## src/rtl/cart_race_core.sv

```systemverilog
// Multi-player lane-dodging game core.
// Random walls scroll down a ROWS x COLS field at a level-dependent rate.
// Each player steers one cart along the bottom row. The core detects hits
// and tracks lives and saturating BCD scores, and it sequences IDLE/RUN/OVER.
// Optional feature macro: BOMB_EN (field-clear charges with a status LED).
// Ports:
//   clk, reset        clock, asynchronous active-low reset
//   start             synchronous pulse, starts/restarts a game
//   level[2:0]        speed select (scroll period = BASE_PERIOD >> level, min 1)
//   btn_l, btn_r      per-player move levels (rising edge = one lane step)
//   bomb              field-clear request (BOMB_EN only)
//   field             wall bits, row r at [r*COLS +: COLS], row 0 = cart row
//   cart              one-hot cart lane per player
//   alive             per-player not-yet-eliminated flags
//   score             per-player BCD score, SCORE_DIGITS digits, digit 0 LSB
//   state             00 IDLE, 01 RUN, 10 OVER
//   bomb_led          bomb charges remain while running
module cart_race_core #(
    parameter int unsigned N_PLAYERS    = 2,
    parameter int unsigned COLS         = 8,
    parameter int unsigned ROWS         = 8,
    parameter int unsigned LIVES        = 3,
    parameter int unsigned SCORE_DIGITS = 3,
    parameter int unsigned BASE_PERIOD  = 25000000,
    parameter int unsigned SPACING      = 3,
    parameter int unsigned BOMBS        = 1
) (
    input  logic                                clk,
    input  logic                                reset,
    input  logic                                start,
    input  logic [2:0]                          level,
    input  logic [N_PLAYERS-1:0]                btn_l,
    input  logic [N_PLAYERS-1:0]                btn_r,
    input  logic                                bomb,
    output logic [ROWS*COLS-1:0]                field,
    output logic [N_PLAYERS*COLS-1:0]           cart,
    output logic [N_PLAYERS-1:0]                alive,
    output logic [N_PLAYERS*4*SCORE_DIGITS-1:0] score,
    output logic [1:0]                          state,
    output logic                                bomb_led
);

    localparam int unsigned SW = 4 * SCORE_DIGITS;
    localparam int unsigned FW = ROWS * COLS;
    localparam int unsigned DW = $clog2(BASE_PERIOD + 1);
    localparam int unsigned WW = (SPACING > 1) ? $clog2(SPACING) : 1;
    localparam int unsigned LW = 3;

    localparam logic [1:0] ST_IDLE = 2'b00;
    localparam logic [1:0] ST_RUN  = 2'b01;
    localparam logic [1:0] ST_OVER = 2'b10;

    localparam logic [COLS-1:0] CENTRE = COLS'(1) << (COLS / 2);

    logic [1:0]                  state_n;
    logic [FW-1:0]               field_n;
    logic [N_PLAYERS*COLS-1:0]   cart_n;
    logic [N_PLAYERS-1:0]        alive_n;
    logic [N_PLAYERS*SW-1:0]     score_n;
    logic [N_PLAYERS*LW-1:0]     lives, lives_n;
    logic [DW-1:0]               cnt, cnt_n;
    logic [WW-1:0]               wc, wc_n;
    logic [15:0]                 lfsr, lfsr_n;
    logic [N_PLAYERS-1:0]        prev_l, prev_r;
    logic [N_PLAYERS-1:0]        rise_l_c, rise_r_c;
    logic [DW-1:0]               period_c;
    logic                        tick_c;
    logic [7:0]                  hole_c;
    logic [COLS-1:0]             top_c;
    logic                        bomb_fire_c;

    // Saturating BCD increment: all nines stays all nines.
    function automatic logic [SW-1:0] bcd_inc(input logic [SW-1:0] v);
        logic [SW-1:0] r;
        logic          carry;
        r     = v;
        carry = 1'b1;
        for (int d = 0; d < int'(SCORE_DIGITS); d++) begin
            if (carry) begin
                if (v[d*4 +: 4] == 4'd9) begin
                    r[d*4 +: 4] = 4'd0;
                end else begin
                    r[d*4 +: 4] = v[d*4 +: 4] + 4'd1;
                    carry       = 1'b0;
                end
            end
        end
        if (carry) r = v;
        return r;
    endfunction

    // Scroll period, clamped to at least one clock.
    always_comb begin
        period_c = DW'(BASE_PERIOD >> level);
        if (period_c == '0) period_c = DW'(1);
    end

    // ">=" keeps the divider from running past the target after a level increase.
    assign tick_c   = (state == ST_RUN) && (cnt >= period_c - DW'(1));
    assign rise_l_c = btn_l & ~prev_l;
    assign rise_r_c = btn_r & ~prev_r;

    // New top row: a full wall with one hole, or empty between walls.
    assign hole_c = lfsr[7:0] % 8'(COLS);
    assign top_c  = (wc == '0) ? ~(COLS'(1) << hole_c) : '0;

`ifdef BOMB_EN
    localparam int unsigned CW = (BOMBS > 0) ? $clog2(BOMBS + 1) : 1;
    logic [CW-1:0] charges, charges_n;
    logic          bomb_prev;
    logic          bomb_led_n;

    assign bomb_fire_c = (state == ST_RUN) && bomb && !bomb_prev && (charges != '0);
`else
    logic unused_bomb;

    assign unused_bomb = bomb;
    assign bomb_fire_c = 1'b0;
    assign bomb_led    = 1'b0;
`endif

    // Next-state and game logic; start has priority in every state.
    always_comb begin
        state_n = state;
        field_n = field;
        cart_n  = cart;
        alive_n = alive;
        score_n = score;
        lives_n = lives;
        cnt_n   = cnt;
        wc_n    = wc;
        lfsr_n  = {lfsr[14:0], lfsr[15] ^ lfsr[13] ^ lfsr[12] ^ lfsr[10]};
`ifdef BOMB_EN
        charges_n = charges;
`endif
        if (start) begin
            state_n = ST_RUN;
            field_n = '0;
            score_n = '0;
            alive_n = '1;
            cart_n  = {N_PLAYERS{CENTRE}};
            cnt_n   = '0;
            wc_n    = '0;
            for (int p = 0; p < int'(N_PLAYERS); p++) lives_n[p*LW +: LW] = LW'(LIVES);
`ifdef BOMB_EN
            charges_n = CW'(BOMBS);
`endif
        end else if (state == ST_RUN) begin
            if (bomb_fire_c) begin
                // Bomb beats a coincident tick: no hit evaluation, no scroll.
                field_n = '0;
                cnt_n   = '0;
`ifdef BOMB_EN
                charges_n = charges - CW'(1);
`endif
            end else if (tick_c) begin
                cnt_n = '0;
                // Hits use the registered (pre-move) cart positions.
                for (int p = 0; p < int'(N_PLAYERS); p++) begin
                    if (alive[p]) begin
                        if ((field[COLS-1:0] & cart[p*COLS +: COLS]) != '0) begin
                            lives_n[p*LW +: LW] = lives[p*LW +: LW] - LW'(1);
                            if (lives[p*LW +: LW] == LW'(1)) alive_n[p] = 1'b0;
                        end else if (field[COLS-1:0] != '0) begin
                            score_n[p*SW +: SW] = bcd_inc(score[p*SW +: SW]);
                        end
                    end
                end
                field_n = {top_c, field[FW-1 -: FW-COLS]};
                wc_n    = (wc == WW'(SPACING - 1)) ? '0 : wc + WW'(1);
            end else begin
                cnt_n = cnt + DW'(1);
            end
            for (int p = 0; p < int'(N_PLAYERS); p++) begin
                if (alive[p]) begin
                    if (rise_l_c[p] && !rise_r_c[p] && !cart[p*COLS + COLS - 1])
                        cart_n[p*COLS +: COLS] = cart[p*COLS +: COLS] << 1;
                    else if (rise_r_c[p] && !rise_l_c[p] && !cart[p*COLS])
                        cart_n[p*COLS +: COLS] = cart[p*COLS +: COLS] >> 1;
                end
            end
            if (alive_n == '0) state_n = ST_OVER;
        end else if (state != ST_IDLE && state != ST_OVER) begin
            state_n = ST_IDLE;
        end
`ifdef BOMB_EN
        bomb_led_n = (state_n == ST_RUN) && (charges_n != '0);
`endif
    end

    // State registers.
    always_ff @(posedge clk or negedge reset) begin
        if (!reset) begin
            state  <= ST_IDLE;
            field  <= '0;
            cart   <= {N_PLAYERS{CENTRE}};
            alive  <= '0;
            score  <= '0;
            lives  <= '0;
            cnt    <= '0;
            wc     <= '0;
            lfsr   <= 16'hACE1;
            prev_l <= '0;
            prev_r <= '0;
        end else begin
            state  <= state_n;
            field  <= field_n;
            cart   <= cart_n;
            alive  <= alive_n;
            score  <= score_n;
            lives  <= lives_n;
            cnt    <= cnt_n;
            wc     <= wc_n;
            lfsr   <= lfsr_n;
            prev_l <= btn_l;
            prev_r <= btn_r;
        end
    end

`ifdef BOMB_EN
    // Bomb charge registers.
    always_ff @(posedge clk or negedge reset) begin
        if (!reset) begin
            charges   <= '0;
            bomb_prev <= 1'b0;
            bomb_led  <= 1'b0;
        end else begin
            charges   <= charges_n;
            bomb_prev <= bomb;
            bomb_led  <= bomb_led_n;
        end
    end
`endif

endmodule

```

## config.mk

```make
export PLATFORM = sky130hd
export DESIGN_NAME = cart_race_core
export DESIGN_NICKNAME = d
export VERILOG_FILES = /design/src/rtl/cart_race_core.sv
export SDC_FILE = /design/constraint.sdc
export NUM_CORES = 1
export LEC_CHECK = 0
export ABC_CLOCK_PERIOD_IN_PS = 3000
export CAP_MARGIN = 0
export CORE_ASPECT_RATIO = 1.5
export CORE_MARGIN = 3
export CORE_UTILIZATION = 30
export DETAILED_ROUTE_END_ITERATION = 10
export DONT_BUFFER_PORTS = 1
export PLACE_DENSITY_LB_ADDON = 0.05
export SLEW_MARGIN = 0
export SYNTH_ARGS = -nofsm -noshare
export SYNTH_HDL_FRONTEND = slang
export SYNTH_SLANG_ARGS = --single-unit
```

## constraint.sdc

```tcl
create_clock -name clk -period 3 [get_ports clk]
set_input_delay 0.6 -clock clk [delete_from_list [all_inputs] [get_ports clk]]
set_output_delay 0.6 -clock clk [all_outputs]
set_load 0.02 [all_outputs]
```

==> impl_metrics.tcl <==
set metrics [dict create \
    clock_path_buffers 2 \
    finalSetupViolCount 1 \
    initial_utilization 0.305 \
    r2r_start "cnt[23]" \
    synth_area_leader_cell "dfrtp_1" \
    yosysMostFrequentCell "nand2_1" \
    route.antenna.remaining_nets 0 \
    synth-edff-count 0 \
    cts-buffers-inserted 17 \
    hold_viol_final 151 \
    coreArea_um2 26600 \
    cts_sinks 161 \
    final_cells 1243 \
    power_density_nw_per_um2 463 \
    die_x_um 140 \
    setup_tns_ps -6.16 \
    grt_use_met3 0.0422 \
    outcome "complete, but fails checks" \
    leakage_nw 4.23 \
    synth_cell_types 68 \
    max_freq_mhz 333 \
    drcViolationCount 0 \
    startpoint_type "input pin" \
    crit_arrival_ps 3370 \
    cp.required_ps 3370 \
    nNetsFinal 947 \
    post_drt_via_cell_ratio 5.08 \
    vias 6320 \
    drv_cap 0 \
    post-place-cells 1199 \
    die_area_um2 29100 \
    postPlaceCellArea_um2 8930 \
    violations "negative hold slack, negative setup slack" \
    numPortBuffers 0 \
    netlist.area_leader.share 0.466 \
    cts_root_buffer "clkbuf_16" \
    busiest_layer "met2" \
    cpMaxStageDelayCell "or4_4" \
    ys_top_cells_by_area "dfrtp_1 (47%), nand2_1 (7.5%), ha_1 (6.6%), a21oi_1 (5.6%), dfstp_2 (3.2%)" \
    synth-seq-cells 161 \
    worstMarginPinSlew_ps 997 \
    grt_pass1_wl_um 35400 \
    grt_pass1_vias 6208 \
    initialDrtViolationCount 297 \
    syn_area_um2 8120 \
    postLayoutSetupSlackWorst_ps -6.16 \
    synth_cells 846 \
    skew_ps 11.7 \
    path_cells "clkinvlp_4 > nor2_4 > buf_4 > nand2b_1 > ha_1 > nand4_1 > or4_4 > or2_4 > a31oi_4 > buf_6 > nor2_4 > buf_6 > or4_4 > a21oi_2" \
    crit_path_end_kind "register" \
    grt_use_met2 0.265 \
    wirelength_um 22500 \
    synth_commonest_cells "nand2_1 (162), dfrtp_1 (151), a21oi_1 (90)" \
    rsz0062_at_grt "true" \
    htreeDepth 4 \
    period_minus_slack_ps 3010 \
    timing.final.max_slew_violations 0 \
    antenna_cells 0 \
    regToRegSetupSlack_ps 70 \
    slowest_delay_ps 540 \
    dieHeight_um 207 \
    stdcell_area_um2 10100 \
    whs_ps -142 \
    antenna_found_initial 0 \
    grtUsageTotal 0.150 \
    routedWlPerCell_um 18.1 \
    cts_tree "yes" \
    path_class "in -> reg" \
    grt_max_degree 162 \
    gr-total-overflow 0 \
    vdd_ir_drop_max_uv 380 \
    postSynth.asyncResetShare 1.00 \
    syn_to_final_growth_pct 24.4 \
    post_route_cells_drive_above_1_share 0.233 \
    ys_seq_area_frac 0.498 \
    synth_warnings 0 \
    firstDrtPassIters 4 \
    grt.met1_usage 0.180 \
    dominantRegCellSynth "dfrtp_1" \
    worstReg2RegEnd "score[12]" \
    io_pins 120 \
    globalplace.congestion 0.790 \
    worst_skew_pair.late_latency_ps 430 \
    rows 73 \
    relSlewSlack 0.332 \
    synth_fp_nets 900 \
    rr_worst_depth 10 \
    crit_fanout 16 \
    hold_class "in -> async" \
    fin_crit_sh 1.00 \
    syn_area_per_cell_um2 9.59 \
    dp_hpwl_um 15300 \
    clkTransAtPathRegs_ps 70 \
]
==> sequential cells by signal (all words and copies together) (netlist names) <==
register and count:
alive 2, cart 16, cnt 25, field 64, lfsr 16, lives 6, prev_l 2, prev_r 2
score 24, state 2, wc 2
==> power by group <==
part           total (mW)  internal (mW)  switching [mW]  leakage (nW)
logic               0.164         0.0744          0.0901          1.78
registers            2.23           2.19          0.0429          2.16
clock network        2.28           1.28           0.997         0.296
total                4.68           3.55            1.13          4.23
==> cells in the final DEF (no fill, tap or decap), types with 5 or more instances in the layout <==
master     Yosys  layout
a21oi_1       90      53
a21oi_2        0      37
a22o_1         9       9
a22oi_1       11      11
and2_1         5       5
and3_1         9       8
and3b_1        6       5
buf_4          5      51
buf_6          1      10
clkbuf_16      0      20
dfrtp_1      151     151
dfstp_2       10      10
ha_1          43      41
inv_1         26      25
mux2i_1       10      10
nand2_1      162     148
nand2_2        0       6
nand2_4        0       8
nand3_1       26      25
nand3b_1       5       5
nand4_1        8       8
nor2_1        50      41
nor2_2         2       7
nor2b_1       11      11
nor3_1         6       5
o21ai_0       23      18
o31ai_1       15      15
or3_1         12      11
or4_1         10       7
xnor2_1       10      10
xor2_1        22      22
==> cell type report <==
| type | instances | area (µm²) |
|---|---|---|
| clock buffers | 18 | 439 |
| clock inverters | 14 | 174 |
| fillers | 2628 | 16500 |
| inverters | 27 | 118 |
| multi-input cells | 616 | 4210 |
| flip-flops and latches | 161 | 4040 |
| well taps | 337 | 422 |
| repair buffers | 70 | 693 |
==> per-layer routing <==
layer,vias up,wire length [µm]
met3,13,1090
met4,0,225
met2,106,12000
met1,3149,9140
li1,3052,-
met5,-,0
==> metrics by stage <==
| step | util | setup slack [ps] | power, mW |
|---|---|---|---|
| 5_1_grt | 0.380 | -99.9 | 4.89 |
| 3_3_place_gp | 0.336 | -581 | 2.43 |
| 6_report | 0.380 | -6.16 | 4.68 |
| 4_1_cts | 0.361 | 19.1 | 4.76 |
| 2_1_floorplan | - | -434 | 2.41 |
| 3_5_place_dp | 0.336 | -692 | 2.43 |
==> what timing repair did <==
action / CTS / global route
pin swaps: 9 / 22
gates cloned: 0 / 5
setup endpoints to repair: 116 / 78
buffers inserted: 2 / 5
endpoints found under the hold margin: 151 / 152
gates resized for setup: 9 / 95
==> worst max-delay path, delay by kind of cell <==
family / cells / cell delay (ps)
AND/OR/NAND/NOR: 7 / 1680
buffers and inverters: 4 / 470
AO/OA/AOI/OAI: 2 / 340
adder cells (fa/ha/maj): 1 / 300
==> cell families after synthesis <==
| family | count (synthesis) | synth area share |
|---|---|---|
| xor+xnor | 32 | 0.0345 |
| fa+ha+maj | 43 | 0.0663 |
| compound gates | 185 | 0.143 |
| flops | 161 | 0.498 |
| buf+inv | 70 | 0.0376 |
| simple gates | 343 | 0.207 |
| mux | 11 | 0.0137 |
| other cells | 1 | 0.000462 |
==> worst max path at each step <==
stage | endpoint | slack, ps | cells past startpoint | startpoint
6_report | score[12] | -6 | 14 | level[0]
5_1_grt | field[62] | -100 | 17 | level[0]
4_1_cts | score[15] | 20 | 17 | level[0]
3_5_place_dp | score[11] | -690 | 15 | level[0]
3_3_place_gp | score[11] | -580 | 15 | level[0]
2_1_floorplan | field[48] | -430 | 18 | level[2]
No activity file was read; power rests on OpenSTA's default activity.
